--- src/rtl/gf283_reduce_seq.sv ---
// ============================================================================
// gf283_reduce_seq
// ----------------------------------------------------------------------------
// Iterative modular reducer for GF(2^283). Takes the 565-bit carry-less
// product c[564:0] from the upstream multiplier and reduces it modulo
// f(x) = x^283 + x^12 + x^7 + x^5 + 1, folding up to FOLD_W high bits per
// clock. The operand is registered on the accept edge, so the multiplier
// output only has to be stable for that one edge.
//
// Parameters:
//   FOLD_W   product bits folded per cycle, legal range 1..271.
//            Fold count N = ceil(282/FOLD_W) (N = 6 for the default 47).
//
// Ports:
//   clk        in   1    single clock, rising edge
//   rst_n      in   1    asynchronous active-low reset
//   in_valid   in   1    prod is valid
//   in_ready   out  1    block accepts prod this cycle
//   prod       in   565  carry-less product c[564:0]
//   out_valid  out  1    r holds the reduced result
//   out_ready  in   1    consumer accepts r
//   r          out  283  c mod f(x)
//   busy       out  1    high while folding
//
// Optional feature (compile-time macro GF283_ZERO_SKIP_EN):
//   When defined, an operand whose high part prod[564:283] is zero bypasses
//   the fold loop: r = prod[282:0] is presented one edge after accept and
//   busy stays low. When undefined, every operand takes the full N folds,
//   so latency is constant regardless of data.
// ============================================================================
module gf283_reduce_seq #(
    parameter int FOLD_W = 47
) (
    input  logic         clk,
    input  logic         rst_n,
    input  logic         in_valid,
    output logic         in_ready,
    input  logic [564:0] prod,
    output logic         out_valid,
    input  logic         out_ready,
    output logic [282:0] r,
    output logic         busy
);

    // Number of fold steps needed to clear bits 564..283.
    localparam int N     = (282 + FOLD_W - 1) / FOLD_W;
    localparam int CNT_W = 9;

    localparam logic [1:0] ST_IDLE = 2'd0;
    localparam logic [1:0] ST_FOLD = 2'd1;
    localparam logic [1:0] ST_DONE = 2'd2;
    localparam logic [1:0] ST_PASS = 2'd3;

    // ------------------------------------------------------------------------
    // Lowest bit of the chunk folded at step k: max(283, 565 - (k+1)*FOLD_W).
    // ------------------------------------------------------------------------
    function automatic logic [9:0] fold_lo(input logic [CNT_W-1:0] k);
        int t;
        t = 565 - (int'(k) + 1) * FOLD_W;
        if (t < 283) begin
            t = 283;
        end else begin
            t = t;
        end
        return t[9:0];
    endfunction

    // ------------------------------------------------------------------------
    // One fold step. Every bit above the current chunk top is already zero
    // (earlier chunks were cleared and their images land at most 271 bits
    // lower, i.e. at or below the next chunk top), so the chunk is simply
    // "all bits at or above lo". A chunk bit at position p is replaced by
    // bits p-283, p-278, p-276, p-271 (x^283 == x^12 + x^7 + x^5 + 1), which
    // turns the per-step reduction into constant shifts plus one mask.
    // ------------------------------------------------------------------------
    function automatic logic [564:0] fold_step(input logic [564:0] w,
                                               input logic [CNT_W-1:0] k);
        logic [564:0] mask;
        logic [564:0] chunk;
        mask  = {565{1'b1}} << fold_lo(k);
        chunk = w & mask;
        return (w ^ chunk)
             ^ (chunk >> 10'd283)
             ^ (chunk >> 10'd278)
             ^ (chunk >> 10'd276)
             ^ (chunk >> 10'd271);
    endfunction

    logic [1:0]       state_q,     state_d;
    logic [564:0]     w_q,         w_d;
    logic [CNT_W-1:0] cnt_q,       cnt_d;
    logic [282:0]     r_q,         r_d;
    logic             out_valid_q, out_valid_d;
    logic             ready_en_q;

    logic             in_ready_s;
    logic             accept_s;
    logic [564:0]     w_fold_s;
    logic             last_fold_s;
    logic [1:0]       accept_state_s;

    // Handshake decode; ready_en_q keeps in_ready low while in reset.
    always_comb begin
        in_ready_s  = ready_en_q &&
                      ((state_q == ST_IDLE) || ((state_q == ST_DONE) && out_ready));
        accept_s    = in_valid && in_ready_s;
        w_fold_s    = fold_step(w_q, cnt_q);
        last_fold_s = (cnt_q == CNT_W'(N - 1));
    end

    // State entered on accept: pass-through for a zero high part if enabled.
    always_comb begin
`ifdef GF283_ZERO_SKIP_EN
        if (prod[564:283] == 282'd0) begin
            accept_state_s = ST_PASS;
        end else begin
            accept_state_s = ST_FOLD;
        end
`else
        accept_state_s = ST_FOLD;
`endif
    end

    // Next-state and datapath logic for the fold sequencer.
    always_comb begin
        state_d     = state_q;
        w_d         = w_q;
        cnt_d       = cnt_q;
        r_d         = r_q;
        out_valid_d = out_valid_q;
        case (state_q)
            ST_IDLE: begin
                if (accept_s) begin
                    w_d     = prod;
                    cnt_d   = {CNT_W{1'b0}};
                    state_d = accept_state_s;
                end else begin
                    state_d = ST_IDLE;
                end
            end
            ST_FOLD: begin
                w_d = w_fold_s;
                if (last_fold_s) begin
                    // High half is zero after the last fold; publish now.
                    state_d     = ST_DONE;
                    r_d         = w_fold_s[282:0];
                    out_valid_d = 1'b1;
                    cnt_d       = {CNT_W{1'b0}};
                end else begin
                    cnt_d = cnt_q + {{(CNT_W-1){1'b0}}, 1'b1};
                end
            end
            ST_PASS: begin
                // Operand already below degree 283: register it out unchanged.
                state_d     = ST_DONE;
                r_d         = w_q[282:0];
                out_valid_d = 1'b1;
            end
            ST_DONE: begin
                if (out_ready) begin
                    out_valid_d = 1'b0;
                    if (accept_s) begin
                        w_d     = prod;
                        cnt_d   = {CNT_W{1'b0}};
                        state_d = accept_state_s;
                    end else begin
                        state_d = ST_IDLE;
                    end
                end else begin
                    // Backpressure: hold r and out_valid.
                    state_d = ST_DONE;
                end
            end
            default: begin
                state_d     = ST_IDLE;
                out_valid_d = 1'b0;
            end
        endcase
    end

    // Sequencer state, working register, counter and output registers.
    always_ff @(posedge clk or negedge rst_n) begin
        if (!rst_n) begin
            state_q     <= ST_IDLE;
            w_q         <= 565'd0;
            cnt_q       <= {CNT_W{1'b0}};
            r_q         <= 283'd0;
            out_valid_q <= 1'b0;
            ready_en_q  <= 1'b0;
        end else begin
            state_q     <= state_d;
            w_q         <= w_d;
            cnt_q       <= cnt_d;
            r_q         <= r_d;
            out_valid_q <= out_valid_d;
            ready_en_q  <= 1'b1;
        end
    end

    assign in_ready  = in_ready_s;
    assign out_valid = out_valid_q;
    assign r         = r_q;
    assign busy      = (state_q == ST_FOLD);

endmodule

--- config.mk ---
export PLATFORM = sky130hd
export DESIGN_NAME = gf283_reduce_seq
export DESIGN_NICKNAME = d
export VERILOG_FILES = /design/src/rtl/gf283_reduce_seq.sv
export SDC_FILE = /design/constraint.sdc
export NUM_CORES = 2
export LEC_CHECK = 0
export CAP_MARGIN = 20
export CORE_UTILIZATION = 36
export DETAILED_ROUTE_END_ITERATION = 16
export MAX_ROUTING_LAYER = met4
export SYNTH_ARGS = -nofsm -noshare
export SYNTH_HDL_FRONTEND = slang
export SYNTH_SLANG_ARGS = --single-unit
export TNS_END_PERCENT = 5
--- constraint.sdc ---
create_clock -name clk -period 21 [get_ports clk]
set_input_delay 2.1 -clock clk [delete_from_list [all_inputs] [get_ports clk]]
set_output_delay 2.1 -clock clk [all_outputs]
set_load 0.01 [all_outputs]
==> results list <==
* Number of endpoints failing setup at the final stage: 0
- Total count of max-transition violations in the final report: 0
* Final #Nets: 7855
* Detailed Routing Iterations Pass 1: 7
- After layout, the minimum clock period comes to 10.31 ns.
- Sequential-to-total area share from yosys stat: 37.7%
- Synthesized instance count: 6615
- Most common cell after layout, fill and taps aside: o21ai_0
- The cell area that synthesis handed to floorplanning was 57100 um2.
- Total global routing track utilization: 43.4%
* Register-to-register setup slack: 10.69 ns
- Top cell type's share of synthesized area: 37.7%
- Synthesis produced a netlist with a net count of 7245.
* TritonCTS Buffers: 102
- Clock tree synthesis found a total of 861 sinks.
- Required time reported for the critical path endpoint: 21.68 ns
* Placeable core region: 157000 um2
- Final RePlAce weighted congestion: 1.07
- After legalization and detailed placement, the total HPWL measured 255 mm.
- A synthesized cell averages 8.64 um2.
- Clock latency reported for the late side of the worst-skew pair: 0.78 ns
- Cell at the root of the clock tree: clkbuf_16
* Most frequent cells in the layout: o21ai_0, dfrtp_1, clkdlybuf4s50_1
* Number of gates resized after cts: 0
- Type of the setup path with the least slack: reg -> reg
- CP Launch Type: register
* Number of fill cells: 15400
- CP arrival: 11.00 ns
- Vertical extent of the die: 400 um
- For this run, the leading register cell type out of synthesis is dfrtp_1.
* Max FO, Critical Path: 29
* Number of global-route vias before repair: 59300
* Synth top area cells: dfrtp_1, o21ai_0, xnor2_1, nand2_1, a22oi_1
* Post-synth EDFFs: 0
- Entering global routing, the biggest net connects 166 pins.
- Setup repair after global routing left no endpoint under its margin.
- The detail route stage leaves a number of antenna-violating nets equal to 0.
* Number of antenna violations at the first check in global routing: 56
- In this run the worst hold path is classified as reg -> reg.
- In this run the core area contains 145 standard-cell rows.
- Across all setup checks in the final design, the least slack found is 10.69 ns.
- Port buffering added 854 buffers.
* Global-route wire length before repair: 480 mm
- Bufs on Longest Clock Path: 3
* Placement Setup Slack: 10.98 ns
- Outcome: finished clean
- Counting flops and latches in the post-synthesis netlist gives 861.
- The final critical path takes up 49.1% of the cycle.
- Derived from the worst setup path, the maximum achievable clock frequency is 0.0970 GHz.
* DR iter-0 viols: 10000
- Setup crit end kind: register
* Hold Fails Final Rpt: 0
- Post-CTS timing repair inserted 0 buffers for setup.
- Of the cells placed in the final design, the portion with a size suffix greater than 1 is 7.20%.
* Distinct cell type count after synthesis: 107
* Routed length per instance: 37.2 um
- Warning count from the yosys run: 0
- For the final routed database, the setup TNS stands at 0 ns.
- Syn-to-layout area delta: 25.6%
- Headroom to the max-slew limit came out at 6.68%.
- Maximum capacitance violations: 0
- The die covers 160000 um2.
* Most area-hungry cell type in the Yosys netlist: dfrtp_1
- Transition at the pin with the smallest max-transition slack: 1.40 ns
- After clock tree synthesis, the clock-pin slew on the worst setup and hold paths is 0.07 ns.
- Via-to-Cell Ratio: 6.69
- For the final database, setup skew stands at 0.0343 ns.
- Wirelength, routed: 351 mm
- Count of unresolved DRC violations after routing: 0
- TritonCTS built the clock tree.
* Hold-fix buffers, CTS: 0
- Final global-route overflow total: 0
- H-tree depth: 3
- For this design the top-level I/O count stands at 855.
- The floorplan step set the die width to 400 um.
* Async set-reset flop share out of synthesis: 100%
- Starting utilization of the core area: 36.4%
- Detailed routing inserted a total of 63200 vias.
[synthesized netlist by cell type (all sizes together) (10+ instances only)]
cell and n:
a2111oi 13, a211oi 20, a21boi 16, a21o 27, a21oi 424, a22o 217, a22oi 285, a31oi 37
a41oi 11, and2 15, and3 105, buf 114, clkbuf 450, dfrtp 861, fa 14, ha 47
inv 79, mux2 11, mux2i 94, nand2 693, nand3 85, nand3b 13, nand4 32, nor2 332
nor2b 23, nor3 75, nor4 95, o211ai 96, o21a 113, o21ai 1108, o22ai 23, o311ai 21
o31ai 114, o32ai 10, o41ai 46, xnor2 483, xnor3 32, xor2 231, xor3 12
[area by class of cell]
type	instances	area, um2	area share [%]
clock buffer	135	2820	3.92
clock inverter	46	686	0.955
sequential	861	21600	30.0
inverter	80	304	0.424
tap	2058	2570	3.59
multi-input combinational	5110	33400	46.5
antenna	77	193	0.268
timing repair buffer	1070	10300	14.3
[stage by stage]
stage | cell area, um2 | std cells | utilization (%) | hold slack, ns
2_1_floorplan | 57100 | 6615 | - | 0.454
3_3_place_gp | 67900 | 9163 | 43.3 | 0.465
3_5_place_dp | 68000 | 9172 | 43.3 | 0.469
4_1_cts | 71500 | 9353 | 45.6 | 0.482
5_1_grt | 71700 | 9417 | 45.7 | 0.498
6_report | 71800 | 9437 | 45.7 | 0.477
[sequential cells by signal (all words and copies together) (netlist names)]
| register | cells |
|---|---|
| r | 283 |
| state_q | 2 |
| out_valid | 1 |
| cnt_q | 9 |
| ready_en_q | 1 |
| w_q | 565 |
[kinds of logic after synthesis]
family	count (synthesis)	share of synthesized area (%)
AOI/OAI and AO/OA	2673	29.6
and+or+nand+nor	1512	11.9
DFF	861	37.7
xor gates and xnor gates	758	12.8
buffers and inverters	644	4.59
muxes	105	1.86
adders and majority gates	61	1.52
other	1	0.00656
[per-layer routing]
layer / vias up / GRT usage (%) / wire length [um]
li1: 25400 / - / -
met1: 31400 / 52.6 / 132000
met2: 5098 / 60.5 / 145000
met3: 1240 / 15.2 / 45500
met4: 0 / 28.7 / 28700
met5: - / - / 0
[final timing paths]
check	cells past startpoint	startpoint	endpoint
min in group asynchronous	1	rst_n	r[30]
setup / recovery	24	cnt_q[0]	r[132]
max in group asynchronous	4	rst_n	w_q[467]
hold reg to reg	2	r[167]	r[167]
hold / removal	2	r[167]	r[167]
setup reg to reg	24	cnt_q[0]	r[132]
[worst max-delay path, cell delays in order, from the launching register on]
cell	delay [ns]
dfrtp_1	0.69
ha_1	0.31
nand3_1	0.13
nor2_1	0.30
xnor2_1	0.35
xnor2_1	0.14
ha_1	0.35
fa_1	0.48
fa_1	0.57
ha_1	0.23
ha_1	0.43
a21oi_1	0.34
or3b_1	0.39
nor3_1	0.60
a21oi_2	0.32
mux2i_1	0.19
o32ai_1	0.53
or4_2	0.75
buf_4	0.50
nand3_1	0.80
o21ai_0	0.66
nand2_1	0.15
xor2_1	0.36
xnor3_1	0.43
o21ai_0	0.19
Power is not shown: default switching activity piles up to over one toggle a cycle in this logic, so the estimate is an artifact.
